[config.mk]
export PLATFORM = sky130hd
export DESIGN_NAME = cv32e40p_event_log_flat
export DESIGN_NICKNAME = d
export VERILOG_FILES = /design/src/rtl/cv32e40p_event_log_pkg.sv /design/src/rtl/cv32e40p_event_log_if.sv /design/src/rtl/cv32e40p_event_fifo.sv /design/src/rtl/cv32e40p_event_log.sv /design/src/flat_wrapper.sv
export SDC_FILE = /design/constraint.sdc
export NUM_CORES = 1
export LEC_CHECK = 0
export CAP_MARGIN = 30
export CORE_AREA = 8 8 242 244
export DETAILED_ROUTE_END_ITERATION = 6
export DIE_AREA = 0 0 250 252
export MAX_ROUTING_LAYER = met4
export PLACE_DENSITY = 0.52
export RECOVER_POWER = 25
export SLEW_MARGIN = 20
export SYNTH_ARGS = -nofsm -noshare
export SYNTH_HDL_FRONTEND = slang
export SYNTH_SLANG_ARGS = --single-unit
[constraint.sdc]
create_clock -name clk_i -period 6.1 [get_ports clk_i]
set_input_delay 1.525 -clock clk_i [delete_from_list [all_inputs] [get_ports clk_i]]
set_output_delay 1.525 -clock clk_i [all_outputs]
set_load 0.02 [all_outputs]
[src/rtl/cv32e40p_event_log_pkg.sv]
// Shared types and helpers for the instruction-event logger.
// Event channel numbering, capture record layout and the priority encoder used at capture.
package cv32e40p_event_log_pkg;

  localparam int unsigned EVT_ILLEGAL = 0;
  localparam int unsigned EVT_ECALL   = 1;
  localparam int unsigned EVT_EBREAK  = 2;
  localparam int unsigned EVT_FENCEI  = 3;

  localparam int unsigned MAX_EVT = 16;
  localparam int unsigned REC_IDX_W = 4;

  typedef struct packed {
    logic [REC_IDX_W-1:0] idx;
    logic [31:0]          pc;
  } evt_rec_t;

  function automatic int unsigned idx_width(input int unsigned n);
    return (n > 1) ? $clog2(n) : 1;
  endfunction

  // Lowest set bit wins, so the illegal-instruction channel always gets recorded.
  function automatic logic [REC_IDX_W-1:0] lowest_set(input logic [MAX_EVT-1:0] v);
    logic [REC_IDX_W-1:0] idx;
    idx = '0;
    for (int i = MAX_EVT - 1; i >= 0; i--) begin
      if (v[i]) idx = REC_IDX_W'(i);
    end
    return idx;
  endfunction

endpackage

[src/rtl/cv32e40p_event_log_if.sv]
// Drain port of the event logger: valid/ready handshake carrying the head capture record.
interface cv32e40p_event_log_if #(
  parameter int unsigned IDX_W = 2
);
  logic             rd_valid_o;
  logic             rd_ready_i;
  logic [IDX_W-1:0] rd_evt_o;
  logic [31:0]      rd_pc_o;

  modport master (
    output rd_valid_o,
    output rd_evt_o,
    output rd_pc_o,
    input  rd_ready_i
  );

  modport slave (
    input  rd_valid_o,
    input  rd_evt_o,
    input  rd_pc_o,
    output rd_ready_i
  );
endinterface

[src/rtl/cv32e40p_event_fifo.sv]
// Circular capture buffer with a level counter, flush, and selectable drop-oldest/drop-newest on full.
module cv32e40p_event_fifo
  import cv32e40p_event_log_pkg::*;
#(
  parameter int unsigned DEPTH     = 8,
  parameter int unsigned OVERWRITE = 1
) (
  input  logic                     clk_i,
  input  logic                     rst_ni,
  input  logic                     flush_i,
  input  logic                     push_i,
  input  evt_rec_t                 rec_i,
  input  logic                     pop_i,
  output logic                     valid_o,
  output evt_rec_t                 head_o,
  output logic [$clog2(DEPTH):0]   level_o,
  output logic                     lost_o
);

  localparam int unsigned PTR_W = $clog2(DEPTH);
  localparam int unsigned LVL_W = PTR_W + 1;

  evt_rec_t               r_mem [DEPTH];
  logic [PTR_W-1:0]       r_wr_ptr;
  logic [PTR_W-1:0]       r_rd_ptr;
  logic [LVL_W-1:0]       r_level;

  logic                   w_full;
  logic                   w_pop;
  logic                   w_wr;
  logic                   w_rd_adv;
  logic [LVL_W-1:0]       w_level_nxt;

  assign w_full   = (r_level == LVL_W'(DEPTH));
  assign valid_o  = (r_level != '0);
  assign w_pop    = pop_i & valid_o;
  // A full buffer in overwrite mode writes over the head slot and drags the read pointer along.
  assign w_wr     = push_i & (~w_full | w_pop | (OVERWRITE != 0));
  assign w_rd_adv = w_pop | (push_i & w_full & (OVERWRITE != 0));
  assign lost_o   = push_i & w_full & ~w_pop;

  assign head_o  = r_mem[r_rd_ptr];
  assign level_o = r_level;

  // NOTE: every signal written in always_comb gets a default first, otherwise a latch is inferred.
  always_comb begin
    w_level_nxt = r_level;
    if (w_wr && !w_rd_adv)      w_level_nxt = r_level + LVL_W'(1);
    else if (!w_wr && w_rd_adv) w_level_nxt = r_level - LVL_W'(1);
  end

  // NOTE: sequential state uses non-blocking assignments so all registers update from pre-edge values.
  always_ff @(posedge clk_i or negedge rst_ni) begin
    if (!rst_ni) begin
      r_wr_ptr <= '0;
      r_rd_ptr <= '0;
      r_level  <= '0;
    end else if (flush_i) begin
      r_wr_ptr <= '0;
      r_rd_ptr <= '0;
      r_level  <= '0;
    end else begin
      if (w_wr)     r_wr_ptr <= r_wr_ptr + PTR_W'(1);
      if (w_rd_adv) r_rd_ptr <= r_rd_ptr + PTR_W'(1);
      r_level <= w_level_nxt;
    end
  end

  // NOTE: storage is reset here only because the read port must show zero after reset; flush leaves it alone.
  always_ff @(posedge clk_i or negedge rst_ni) begin
    if (!rst_ni) begin
      for (int i = 0; i < int'(DEPTH); i++) r_mem[i] <= '0;
    end else if (!flush_i && w_wr) begin
      r_mem[r_wr_ptr] <= rec_i;
    end
  end

endmodule

[src/rtl/cv32e40p_event_log.sv]
// Per-core instruction-event logger: saturating per-channel counters, capture buffer of
// {event index, PC} records drained over a valid/ready port, sticky overflow and event pulse.
module cv32e40p_event_log
  import cv32e40p_event_log_pkg::*;
#(
  parameter int unsigned NUM_EVT   = 4,
  parameter int unsigned CNT_WIDTH = 16,
  parameter int unsigned DEPTH     = 8,
  parameter int unsigned OVERWRITE = 1
) (
  input  logic                           clk_i,
  input  logic                           rst_ni,
  input  logic                           is_decoding_i,
  input  logic [NUM_EVT-1:0]             evt_i,
  input  logic [31:0]                    pc_id_i,
  input  logic                           clear_i,
  cv32e40p_event_log_if.master           rd,
  output logic [NUM_EVT*CNT_WIDTH-1:0]   cnt_o,
  output logic [$clog2(DEPTH):0]         level_o,
  output logic                           overflow_o,
  output logic                           evt_pulse_o
);

  localparam int unsigned IDX_W = idx_width(NUM_EVT);

  logic [NUM_EVT-1:0]   w_qual;
  logic                 w_any;
  evt_rec_t             w_rec;
  evt_rec_t             w_head;
  logic                 w_lost;

  logic [CNT_WIDTH-1:0] r_cnt [NUM_EVT];
  logic                 r_overflow;
  logic                 r_pulse;

  assign w_qual    = evt_i & {NUM_EVT{is_decoding_i}};
  assign w_any     = |w_qual;
  assign w_rec.idx = lowest_set(MAX_EVT'(w_qual));
  assign w_rec.pc  = pc_id_i;

  always_ff @(posedge clk_i or negedge rst_ni) begin
    if (!rst_ni) begin
      for (int k = 0; k < int'(NUM_EVT); k++) r_cnt[k] <= '0;
    end else if (clear_i) begin
      for (int k = 0; k < int'(NUM_EVT); k++) r_cnt[k] <= '0;
    end else begin
      for (int k = 0; k < int'(NUM_EVT); k++) begin
        if (w_qual[k] && (r_cnt[k] != '1)) r_cnt[k] <= r_cnt[k] + CNT_WIDTH'(1);
      end
    end
  end

  always_ff @(posedge clk_i or negedge rst_ni) begin
    if (!rst_ni) begin
      r_overflow <= 1'b0;
      r_pulse    <= 1'b0;
    end else if (clear_i) begin
      r_overflow <= 1'b0;
      r_pulse    <= 1'b0;
    end else begin
      r_overflow <= r_overflow | w_lost;
      r_pulse    <= w_any;
    end
  end

  cv32e40p_event_fifo #(
    .DEPTH     (DEPTH),
    .OVERWRITE (OVERWRITE)
  ) u_fifo (
    .clk_i   (clk_i),
    .rst_ni  (rst_ni),
    .flush_i (clear_i),
    .push_i  (w_any),
    .rec_i   (w_rec),
    .pop_i   (rd.rd_ready_i),
    .valid_o (rd.rd_valid_o),
    .head_o  (w_head),
    .level_o (level_o),
    .lost_o  (w_lost)
  );

  assign rd.rd_evt_o = IDX_W'(w_head.idx);
  assign rd.rd_pc_o  = w_head.pc;

  for (genvar k = 0; k < NUM_EVT; k++) begin : g_cnt
    assign cnt_o[k*CNT_WIDTH +: CNT_WIDTH] = r_cnt[k];
  end

  assign overflow_o  = r_overflow;
  assign evt_pulse_o = r_pulse;

endmodule

[src/flat_wrapper.sv]
// flat-port wrapper written by rule: the top's interface ports become plain ports
module cv32e40p_event_log_flat import cv32e40p_event_log_pkg::*;
#(
  parameter int unsigned NUM_EVT   = 4,
  parameter int unsigned CNT_WIDTH = 16,
  parameter int unsigned DEPTH     = 8,
  parameter int unsigned OVERWRITE = 1
)
  (clk_i, rst_ni, is_decoding_i, evt_i, pc_id_i, clear_i, cnt_o, level_o, overflow_o, evt_pulse_o, rd_rd_valid_o, rd_rd_evt_o, rd_rd_pc_o, rd_rd_ready_i);
  cv32e40p_event_log_if #(.IDX_W(2)) rd_i ();
  input  logic clk_i;
  input  logic rst_ni;
  input  logic is_decoding_i;
  input  logic [NUM_EVT-1:0] evt_i;
  input  logic [31:0] pc_id_i;
  input  logic clear_i;
  output logic [NUM_EVT*CNT_WIDTH-1:0] cnt_o;
  output logic [$clog2(DEPTH):0] level_o;
  output logic overflow_o;
  output logic evt_pulse_o;
  output wire logic [$bits(rd_i.rd_valid_o)-1:0] rd_rd_valid_o;
  output wire logic [$bits(rd_i.rd_evt_o)-1:0] rd_rd_evt_o;
  output wire logic [$bits(rd_i.rd_pc_o)-1:0] rd_rd_pc_o;
  input wire logic [$bits(rd_i.rd_ready_i)-1:0] rd_rd_ready_i;
  assign rd_rd_valid_o = rd_i.rd_valid_o;
  assign rd_rd_evt_o = rd_i.rd_evt_o;
  assign rd_rd_pc_o = rd_i.rd_pc_o;
  assign rd_i.rd_ready_i = rd_rd_ready_i;
  cv32e40p_event_log #(.NUM_EVT(NUM_EVT), .CNT_WIDTH(CNT_WIDTH), .DEPTH(DEPTH), .OVERWRITE(OVERWRITE)) u_core (.clk_i(clk_i), .rst_ni(rst_ni), .is_decoding_i(is_decoding_i), .evt_i(evt_i), .pc_id_i(pc_id_i), .clear_i(clear_i), .rd(rd_i), .cnt_o(cnt_o), .level_o(level_o), .overflow_o(overflow_o), .evt_pulse_o(evt_pulse_o));
endmodule
==> impl_metrics.yaml <==
timing:
  worst_pin_slew_ns: 3.350
  finalSetupViolCount: 0
  tns_ns: 0
  hold_viol_final: 0
  final_max_slew_viol_count: 217
  skew_ns: 0.01784
  fmax_ghz: 0.2034
  period_minus_slack_ns: 4.915
  finalCritPeriodShare_pct: 80.58
  setup_ws_ns: 1.185
  grt_setup_unrepaired: "false"
  maxSlewHeadroom_pct: -123.3
drt:
  viasPerCell: 4.913
  routedWlPerCell_um: 19.77
  dr.pass1.iters: 4
  drt_iter0_drc: 449
  ant_nets: 0
  vias: 9984
  wirelength_mm: 40.18
  route.detailed.drc: 0
grt:
  grt_usage_pct: 13.28
  first_global_vias: 10805
  overflow: 0
  grt_pass1_wl_mm: 64.80
  grt_max_degree: 136
  antenna_found_initial: 4
status:
  violations: "capacitance limit, slew limit"
  outcome: "finished with violations"
clock_tree:
  cts_max_path_buffers: 3
  tritoncts: "yes"
  clockRootBuffer: "clkbuf_16"
  clk_pin_slew_ns: 0.06
  cts.sinks: 348
  ctsHoldBuffers: 0
  cts_buffers: 42
  clock_latency_ns: 0.57
  htree_levels: 2
  cts-resized-gates: 0
  cts_post_setup_buffers_inserted: 0
floorplanning:
  rows: 86
  ios: 146
  die_h_um: 252
  die_w_um: 250
  coreArea_um2: 54660
  start_util_pct: 29.79
  die_area_um2: 63000
worst_setup_path:
  critical-path-slowest-cell: "dfrtp_4"
  required_ns: 4.58
  cp.arrival_ns: 3.39
  criticalPathCategory: "reg -> out"
  end_kind: "output pin"
  path_max_fanout: 33
  cp-start-kind: "register"
  path_cells: "buf_4 -> mux4_2 -> mux2_2 -> clkdlybuf4s50_1"
  critPathMaxStageDelay_ns: 0.93
logic_synthesis:
  synth_top_family_by_area: "multiplexers"
  synth_cell_types: 58
  synth-async-reset-ratio_pct: 100.0
  synth-compound-area-share_pct: 2.490
  synth_edf_count: 0
  synth-seq-cells: 348
  ys_warn_count: 0
  synth_seq_area_share_pct: 53.48
  ys.flop_type: "dfrtp_1"
  avgSynthCellArea_um2: 14.18
  synth_fa_ha_area_share_pct: 0.7377
  synthSimpleGateAreaFrac_pct: 7.338
  syn_area_um2: 16280
  synth_xor_area_share_pct: 2.743
  synthMuxAreaShare_pct: 30.76
  synth_nets: 1198
  synth_cells: 1148
placement:
  pre_cts_ws_ns: 1.418
  dp_hpwl_mm: 24.39
  port_buffers: 145
  dp.cells: 1950
  globalplace.congestion: 0.7967
power:
  cellLeakagePower_uw: 0.008629
  power_density_nw_per_um2: 372.9
  vdd_ir_drop_max_v: 0.0001976
  power_uw: 7441
final_layout:
  final_common_cell: "dfrtp_1"
  final_cells: 2032
  area_delta_synth_final_pct: 22.55
  nets: 1342
  layout_common_cells: "345 x dfrtp_1, 298 x mux2_2, 143 x clkdlybuf4s50_1"
  drive_gt1_share_pct: 35.60
run:
  maxCapViolations: 2
hold_path:
  min_path_type: "reg -> reg"
==> worst max-delay path: cells and delay by family, from the launching register on <==
| kind | cells | cell delay (ns) |
|---|---|---|
| muxes | 2 | 0.87 |
| buffers and inverters | 2 | 1.00 |
| DFF | 1 | 0.93 |
==> Yosys cell counts, drive strengths merged, types with 2 or more instances <==
cell type  instances  area (µm²)
a31oi              2       12.51
mux2             299        3367
and2               5       31.28
a21oi             21       105.1
ha                 8       100.1
dfrtp            348        8708
nand4             26       168.9
clkbuf            31       117.6
o211ai             8       60.06
nand4b             2       30.03
o31ai              2       15.01
xor2              28       245.2
o21ai             12       60.05
nand2             29       116.4
a211oi            10       75.07
nor4               5       37.53
xnor2             23       201.4
nor2              75       284.0
buf               34       217.7
mux2i             11       110.1
or3                4       25.02
nor2b              2       12.51
nand3             23       120.1
and3               8       50.05
nor3b              5       71.31
or2                2       12.51
and4              11       96.34
nor3              13       81.33
mux4              68        1531
or4                3       22.52
inv               17       63.81
==> flip-flops by register name (all words and copies together), names as in the netlist <==
register and count:
u_core.u_fifo.level_o 4, u_core.overflow_o 1, u_core.u_fifo.r_wr_ptr 3, u_core.cnt_o 64, u_core.u_fifo.r_rd_ptr 3, u_core.evt_pulse_o 1, u_core.u_fifo.r_mem 272
==> where the power goes <==
group / switching, µW / total, µW / leakage [µW] / internal, µW
Sequential: 277 / 2920 / 0.00464 / 2640
Clock: 1000 / 2500 / 0.000684 / 1490
Combinational: 889 / 2020 / 0.00331 / 1130
Total: 2170 / 7440 / 0.00863 / 5270
==> path summary, 6_finish.rpt <==
path,startpoint,endpoint,slack [ns],cells after the start
setup / recovery,u_core.u_fifo.r_rd_ptr[0]$_DFFE_PN0P_,rd_rd_pc_o[0],1.18,4
hold / removal,u_core.u_fifo.r_mem[33]$_DFFE_PN0P_,u_core.u_fifo.r_mem[33]$_DFFE_PN0P_,0.48,2
setup reg to reg,u_core.u_fifo.r_wr_ptr[1]$_DFFE_PN0P_,u_core.u_fifo.r_mem[50]$_DFFE_PN0P_,3.87,4
hold reg to reg,u_core.u_fifo.r_mem[33]$_DFFE_PN0P_,u_core.u_fifo.r_mem[33]$_DFFE_PN0P_,0.48,2
max in group asynchronous,rst_ni,u_core.u_fifo.r_mem[22]$_DFFE_PN0P_,1.49,2
min in group asynchronous,rst_ni,u_core.u_fifo.r_mem[6]$_DFFE_PN0P_,0.92,1
==> layer usage <==
metal  track usage, %  up-vias  wire length (µm)  share of wire [%]
met5                -        -                 0                  0
met4            3.475        0               768                1.9
met3            3.046       60              1977                4.9
met2            20.51      187             18940                 47
met1            17.57     5186             18490                 46
li1                 -     4551                 -                  -
==> layout make-up <==
cell class              instances  area [µm²]
flip-flops and latches        348        8717
diodes                          5       12.51
fillers                      5276       34710
multi-input cells             718        7212
clock inverters                 7       103.9
clock buffers                  68        1289
well taps                     704       880.8
inverters                      17       63.81
repair buffers                165        1677
==> stage by stage <==
stage          instance area (µm²)  utilization (%)  hold WS (ns)
6_report                     19960            36.51        0.4819
5_1_grt                      19950            36.50        0.5150
4_1_cts                      19920            36.44        0.4834
3_5_place_dp                 18530            33.89        0.4700
3_3_place_gp                 18480            33.81        0.4604
2_1_floorplan                16280                -        0.4448
==> kinds of logic after synthesis <==
group,Yosys count
adders and majority gates,9
AOI/OAI and AO/OA,63
and+or+nand+nor,217
muxes,378
xor gates and xnor gates,51
DFF,348
buffers and inverters,82
Power figures use the tool's default switching activity.
